===== src/rtl/reg_rename_file_pkg.sv =====
// Shared widths, constants and storage types for the
// architectural register file with rename tags.
package reg_rename_file_pkg;

  localparam int REG_NUM   = 32;
  localparam int REG_IDX_W = 5;
  localparam int DATA_W    = 32;
  localparam int ROB_IDX_W = 4;
  localparam int CNT_W     = 32;

  localparam logic TRUE  = 1'b1;
  localparam logic FALSE = 1'b0;

  localparam logic [REG_IDX_W-1:0] ZERO_REG = '0;

  typedef logic [REG_NUM-1:0][DATA_W-1:0]    value_arr_t;
  typedef logic [REG_NUM-1:0][ROB_IDX_W-1:0] tag_arr_t;
  typedef logic [REG_NUM-1:0]                busy_vec_t;

endpackage


===== src/rtl/rf_read_port.sv =====
// One operand read port: table lookup plus same-cycle commit bypass.
// In: idx_i, stored busy/tag/value arrays, commit bus, rdy_i.
// Out: busy_o, tag_o, value_o (combinational).
module rf_read_port
  import reg_rename_file_pkg::*;
(
  input  logic [REG_IDX_W-1:0] idx_i,
  input  busy_vec_t            busy_i,
  input  tag_arr_t             tag_i,
  input  value_arr_t           value_i,
  input  logic                 rdy_i,
  input  logic                 commit_valid_i,
  input  logic [REG_IDX_W-1:0] commit_rd_i,
  input  logic [ROB_IDX_W-1:0] commit_rob_id_i,
  input  logic [DATA_W-1:0]    commit_value_i,
  output logic                 busy_o,
  output logic [ROB_IDX_W-1:0] tag_o,
  output logic [DATA_W-1:0]    value_o
);

  logic hit;

  // Only the producer we are waiting on may forward its result.
  assign hit = commit_valid_i && rdy_i
            && (idx_i != ZERO_REG)
            && (commit_rd_i == idx_i)
            && busy_i[idx_i]
            && (tag_i[idx_i] == commit_rob_id_i);

  always_comb begin
    busy_o  = busy_i[idx_i];
    tag_o   = tag_i[idx_i];
    value_o = value_i[idx_i];
    if (idx_i == ZERO_REG) begin
      busy_o  = FALSE;
      tag_o   = '0;
      value_o = '0;
    end else if (hit) begin
      busy_o  = FALSE;
      value_o = commit_value_i;
    end
  end

endmodule


===== src/rtl/reg_rename_file.sv =====
// Architectural register file with per-register rename tags.
// Ports: alloc (decode), commit (ROB), roll_back, two read ports, retire_cnt.
module reg_rename_file
  import reg_rename_file_pkg::*;
(
  input  logic                 clk,
  input  logic                 rst,
  input  logic                 rdy,
  input  logic                 alloc_valid,
  input  logic [REG_IDX_W-1:0] alloc_rd,
  input  logic [ROB_IDX_W-1:0] alloc_rob_id,
  input  logic                 commit_valid,
  input  logic [REG_IDX_W-1:0] commit_rd,
  input  logic [ROB_IDX_W-1:0] commit_rob_id,
  input  logic [DATA_W-1:0]    commit_value,
  input  logic                 roll_back,
  input  logic [REG_IDX_W-1:0] rs1_idx,
  output logic                 rs1_busy,
  output logic [ROB_IDX_W-1:0] rs1_tag,
  output logic [DATA_W-1:0]    rs1_value,
  input  logic [REG_IDX_W-1:0] rs2_idx,
  output logic                 rs2_busy,
  output logic [ROB_IDX_W-1:0] rs2_tag,
  output logic [DATA_W-1:0]    rs2_value,
  output logic [CNT_W-1:0]     retire_cnt
);

  value_arr_t       value_q, value_d;
  tag_arr_t         tag_q, tag_d;
  busy_vec_t        busy_q, busy_d;
  logic [CNT_W-1:0] cnt_q, cnt_d;

  always_comb begin
    value_d = value_q;
    tag_d   = tag_q;
    busy_d  = busy_q;
    cnt_d   = cnt_q;
    if (rdy) begin
      if (commit_valid) begin
        cnt_d = cnt_q + 1'b1;
        if (commit_rd != ZERO_REG) begin
          value_d[commit_rd] = commit_value;
          // A tag mismatch means a younger producer owns rd.
          if (busy_q[commit_rd]
              && (tag_q[commit_rd] == commit_rob_id)) begin
            busy_d[commit_rd] = FALSE;
          end
        end
      end
      // Alloc is applied after commit so it wins on the same rd.
      if (roll_back) begin
        busy_d = '0;
      end else if (alloc_valid && (alloc_rd != ZERO_REG)) begin
        busy_d[alloc_rd] = TRUE;
        tag_d[alloc_rd]  = alloc_rob_id;
      end
    end
  end

  always_ff @(posedge clk) begin
    if (rst) begin
      value_q <= '0;
      tag_q   <= '0;
      busy_q  <= '0;
      cnt_q   <= '0;
    end else begin
      value_q <= value_d;
      tag_q   <= tag_d;
      busy_q  <= busy_d;
      cnt_q   <= cnt_d;
    end
  end

  assign retire_cnt = cnt_q;

  rf_read_port u_rs1 (
    .idx_i           (rs1_idx),
    .busy_i          (busy_q),
    .tag_i           (tag_q),
    .value_i         (value_q),
    .rdy_i           (rdy),
    .commit_valid_i  (commit_valid),
    .commit_rd_i     (commit_rd),
    .commit_rob_id_i (commit_rob_id),
    .commit_value_i  (commit_value),
    .busy_o          (rs1_busy),
    .tag_o           (rs1_tag),
    .value_o         (rs1_value)
  );

  rf_read_port u_rs2 (
    .idx_i           (rs2_idx),
    .busy_i          (busy_q),
    .tag_i           (tag_q),
    .value_i         (value_q),
    .rdy_i           (rdy),
    .commit_valid_i  (commit_valid),
    .commit_rd_i     (commit_rd),
    .commit_rob_id_i (commit_rob_id),
    .commit_value_i  (commit_value),
    .busy_o          (rs2_busy),
    .tag_o           (rs2_tag),
    .value_o         (rs2_value)
  );

endmodule

===== config.mk =====
export PLATFORM = sky130hd
export DESIGN_NAME = reg_rename_file
export DESIGN_NICKNAME = d
export VERILOG_FILES = /design/src/rtl/reg_rename_file_pkg.sv /design/src/rtl/rf_read_port.sv /design/src/rtl/reg_rename_file.sv
export SDC_FILE = /design/constraint.sdc
export NUM_CORES = 2
export LEC_CHECK = 0
export ABC_AREA = 0
export ABC_CLOCK_PERIOD_IN_PS = 6500
export CAP_MARGIN = 25
export CORE_MARGIN = 10
export CORE_UTILIZATION = 63
export DETAILED_ROUTE_END_ITERATION = 8
export HOLD_SLACK_MARGIN = 0.1
export PLACE_DENSITY = 0.79
export SYNTH_ARGS = -nofsm -noshare
export SYNTH_HDL_FRONTEND = slang
export SYNTH_SLANG_ARGS = --single-unit
export TNS_END_PERCENT = 100

===== constraint.sdc =====
create_clock -name clk -period 6.5 [get_ports clk]
set_input_delay 0.975 -clock clk [delete_from_list [all_inputs] [get_ports clk]]
set_output_delay 0.975 -clock clk [all_outputs]
set_load 0.01 [all_outputs]

* Yosys cells after proc, flatten, opt, wreduce, memory -nomap -nowiden *
Cells that the tools add are included.

cells by class
  shift operators = 0
  reductions and logical operators = 22
  $mul = 0
  muxes and demuxes = 42
  equality and inequality tests = 5
  divide/modulo/power cells = 0
  add/subtract/negate cells = 1
  order comparisons = 6
  bitwise logic cells = 4

operator list
  kind                     count
  $bwmux W1024             1
  $mux W32                 13
  $bmux W32 S5             2
  $demux W32 S5            1
  $bwmux W128              1
  $bmux W4 S5              3
  $add A32 B1 Y32 const B  1
  $and A32 B32 Y32         1
  $not A32 Y32             1
  $or A32 B32 Y32          1
  $lt A5 B6 Y1 const B     4
  $mux W4                  6
  $demux W4 S5             1
  $reduce_bool A5 Y1       4
  $bmux W1 S5              3
  $logic_and A1 B1 Y1      13
  $eq A4 B4 Y1             3
  $demux W1 S5             2
  $eq A5 B5 Y1             2
  $ge A5 B1 Y1 const B     2
  $logic_not A5 Y1         2
  $mux W1                  9
  $reduce_and A3 Y1        2
  $reduce_and A2 Y1        1
  $not A1 Y1               1

storage, ports and cells
  bits of input ports = 66
  bits in latches = 0
  memories kept = 0
  bits in writable memories = 0
  ROM bits = 0
  flip-flop bits (word level) = 1216

* Longest topological paths before layout *
  depth after elaboration = 13
  mapped depth = 12
  depth with buffers taken out = 7

* Hierarchy *
Synthesis repeated with hierarchy kept, for this count alone.

unflattened totals
  cells, all modules = 6941
  area total of the unflattened synthesis = 64252.9 µm²

modules (own cells, without submodules)
  module           times used  area each (µm²)  seq. area each (µm²)  cells each
  reg_rename_file  1           44021.0          24343.3               5553
  rf_read_port     2           10116.0          0.0                   694

* Worst setup path after synthesis *
Ideal clock, no wire load.

  path type = input to output
  start = input port rs2_idx[0]
  end = output port rs2_value[0]
  arrival = 3703 ps
  slack = 1822 ps
  cell stages on the path = 10
  buffers on the path = 5
  cells stage by stage = buf_2 buf_6 buf_4 buf_2 buf_1 mux4_2 mux4_2 mux2_2 nand2_1 mux2i_1

on the way
  word-level cells in the longest chain between the ends = 7

ends and longest elaborated chain
  what                                              line                   source
  from (decl)                                       reg_rename_file.sv:21  input logic [REG_IDX_W-1:0] rs2_idx,
  branches (longest 6 deep; another with $mux W32)  -
  $mux W32 (*)                                      rf_read_port.sv:34     if (idx_i == ZERO_REG) begin
  to (decl)                                         reg_rename_file.sv:24  output logic [DATA_W-1:0] rs2_value,

Mark *: on every way between the ends. The select of a mux whose other input is x is not followed.

* Worst setup path after layout *
  start = input port rs1_idx[0]
  end = output port rs1_value[25]

on the way
  word-level cells in the longest chain between the ends = 7

ends and longest elaborated chain
  what                                              line                   source
  from (decl)                                       reg_rename_file.sv:17  input logic [REG_IDX_W-1:0] rs1_idx,
  branches (longest 6 deep; another with $mux W32)  -
  $mux W32 (*)                                      rf_read_port.sv:34
  to (decl)                                         reg_rename_file.sv:20  output logic [DATA_W-1:0] rs1_value,

Marked as above.

==> run metrics <==
P_int=12.5 mW; Setup crit end kind=output pin; hold bufs inserted after CTS=0; Fin Setup TNS=0 ns; Post-Syn Instances=6765; vias in the first global route=55900; Critical Path Source=rs1_idx[0]; Reg power frac=45.2%; DR iter-0 viols=10800; Avg WL per Cell=30.2 um; post-layout min period=about 6 ns; slowest stage cell, crit path=clkdlybuf4s50_1; prevailing post-synth register cell=dfxtp_1; Die Area=114000 um^2; commonest non-fill, non-tap cell in the layout=nand2_1; Post-synth EDFFs=0; Clock power frac=47.7%; Setup Buffers After CTS=0; area growth from synthesis to layout=11.2%; Synth Area per Inst=between 9 and 10 um^2; fmax=164 MHz; Core Box Area=100000 um^2; critical path data arrival time=approximately 5 ns; vias per cell=7.31; H-tree depth=4; total gr overflow=0; Placer Congestion=0.959; WS Path Type=input port to output pin; critical-path cell list=buf_8, mux4_2, mux4_2, mux2i_1, xor2_1, nand3_2, or2_2, buf_4, a21oi_1, clkdlybuf4s50_1; largest net degree at the start of global routing=193; Async S/R FF share, synth=0%; TritonCTS Buffers=roughly 130; # IOs=~170; post-synthesis cell type count=between 40 and 50; VDD IR max=0.289 mV; Clock Latency Late Sink=0.80 ns; # rows=116; maximum root-to-sink buffer count=3; clk sink count=1216; CP max FO=55; P_leak=22.8 nW; port bufs=roughly 170; DIE HEIGHT=338 um; Synthesis Warnings=0; Pre-antenna DRT Iters=7; status=complete, no violations; proportion of layout cells with a drive suffix above 1=19.4%; Detailed Route WL=240000 um; worst hold path type=flop to flop; Gate power share=7.1%; syn nets=6832; hold_ws=0.465 ns; max-slew violations=0; most frequent CP cell=mux4_2; # DRC=0; Critical Path End=rs1_value[25]; Die X=338 um; Switch Pwr=4.11 mW; cts repair resizes=0; Final ANT Viol Nets=0; R2R Setup Slk=3.75 ns; initial core utilization=63.6%; actual slew at the worst max-slew pin=between 1 and 1.5 ns; Final #Nets=~6600; most frequent cells in the layout=nand2_1, dfxtp_1, a21oi_1; Worst slew margin=21.9%; Worst path max stage delay=between 0.6 and 0.7 ns; root buffer cell=clkbuf_16; first-pass GRT wire length=351000 um; DP Wirelength=136000 um; reg2reg start=tag_q[44]; routed via count=58000; RSZ-0062 raised after global routing=false; mapped cell area=63700 um^2; switch share=24.7%; clk slew on worst S/H paths=0.06 ns; CTS tree=done; CP Launch Type=input port; initial antenna violation count=5; Worst Path Required=5.52 ns; Total GRT Usage=41.1%; pwr/cell area=234 nW/um^2; clock skew=approximately 0.036 ns; period utilisation layout=a little over nine tenths; endpoints failing hold=0; reg2reg end=busy_q[15]; max_cap viols=0; Seq cells post-synth=1216; Seq/Total Area, Yosys=38.2%; Setup violations, final=0; r2r worst-path depth=8
-- synth_stat cells (2+ instances only) --
master / instances / area [um^2]
nand3b_1: 6 / 45.0
and3b_1: 3 / 26.3
a21oi_1: 1101 / 5510
and4_1: 3 / 26.3
nand2_1: 2175 / 8160
xor2_1: 23 / 201
o22ai_1: 11 / 68.8
nor2_1: 172 / 646
buf_2: 57 / 285
o31ai_1: 33 / 248
or2_2: 4 / 25.0
dfxtp_1: 1216 / 24300
or3_1: 15 / 93.8
inv_1: 7 / 26.3
a22oi_1: 19 / 143
buf_1: 55 / 206
or3b_2: 5 / 43.8
nand3_1: 60 / 300
a41o_1: 15 / 150
a31oi_1: 9 / 56.3
and3_1: 4 / 25.0
nor3b_1: 22 / 165
mux2_2: 38 / 428
o2bb2ai_1: 10 / 87.6
xnor2_1: 17 / 149
nand4_1: 31 / 194
buf_4: 6 / 45.0
a21o_1: 6 / 45.0
mux2i_1: 170 / 1700
o21ai_0: 15 / 75.1
nor2b_1: 41 / 257
nand2b_1: 18 / 113
nand4b_1: 3 / 26.3
and2_1: 8 / 50.1
nor4_1: 6 / 37.5
mux4_2: 767 / 17300
clkbuf_1: 595 / 2230
nor3_1: 9 / 45.0
buf_6: 4 / 45.0
a211oi_1: 2 / 15.0
-- layer usage --
layer | part of all wire (%) | track usage, % | wire length [um]
met1 | 32 | 49.6 | 76300
met2 | 42 | 58.5 | 100000
met3 | 17 | 17.2 | 41600
met4 | 8.9 | 30.3 | 21400
met5 | 0.086 | 0.130 | 207
-- cells by family after synthesis --
| kind of cell | Yosys count | synth area share, % |
|---|---|---|
| fa+ha+maj | 1 | 0.0196 |
| buf+inv | 724 | 4.46 |
| mux | 975 | 30.5 |
| compound gates | 1222 | 10.1 |
| xor+xnor | 40 | 0.550 |
| flops | 1216 | 38.2 |
| simple gates | 2587 | 16.2 |
-- registers in the layout (all words and copies together) (netlist names) --
signal and count:
value_q 1024, retire_cnt 32, tag_q 128, busy_q 32
-- power groups by stage --
stage          clock network, mW  registers [mW]  logic, mW
2_1_floorplan                  0            7.66      0.777
3_3_place_gp                   0            7.66       1.12
3_5_place_dp                   0            7.67       1.14
4_1_cts                     7.86            7.50       1.14
5_1_grt                     8.17            7.50       1.21
6_report                    7.91            7.50       1.19
-- layout make-up --
cell class	count	area, um^2
inverters	7	26.3
diodes	6	15.0
multi-input cells	4825	36900
fillers	7012	29300
clock inverters	45	584
repair buffers	344	3430
well taps	1298	1620
clock buffers	191	3950
flip-flops and latches	1216	24300
-- critical path: cells and delay by family --
kind	cells	cell delay (ns)
compound gates	1	0.35
simple gates	2	0.71
mux	3	1.36
xor+xnor	1	0.21
buf+inv	3	1.46
-- stage by stage --
stage	area, um^2	std cells	utilization, %	power [mW]	setup slack (ns)
global route	70800	7926	70.7	16.9	0.348
finish	70800	7932	70.7	16.6	0.411
global placement	66000	7678	65.9	8.79	0.530
detailed placement	66200	7686	66.1	8.81	0.503
CTS	70700	7922	70.6	16.5	0.495
floorplan	63700	6765	-	8.44	1.82
-- worst min-delay path by stage --
stage / depth (start not counted) / end / startpoint
3_3_place_gp: 2 / value_q[219] / value_q[219]
3_5_place_dp: 2 / value_q[986] / value_q[986]
5_1_grt: 2 / value_q[361] / value_q[361]
6_report: 2 / value_q[242] / value_q[242]
4_1_cts: 2 / value_q[986] / value_q[986]
2_1_floorplan: 2 / busy_q[0] / busy_q[0]
Note: power is estimated with default switching activity, not from simulation.
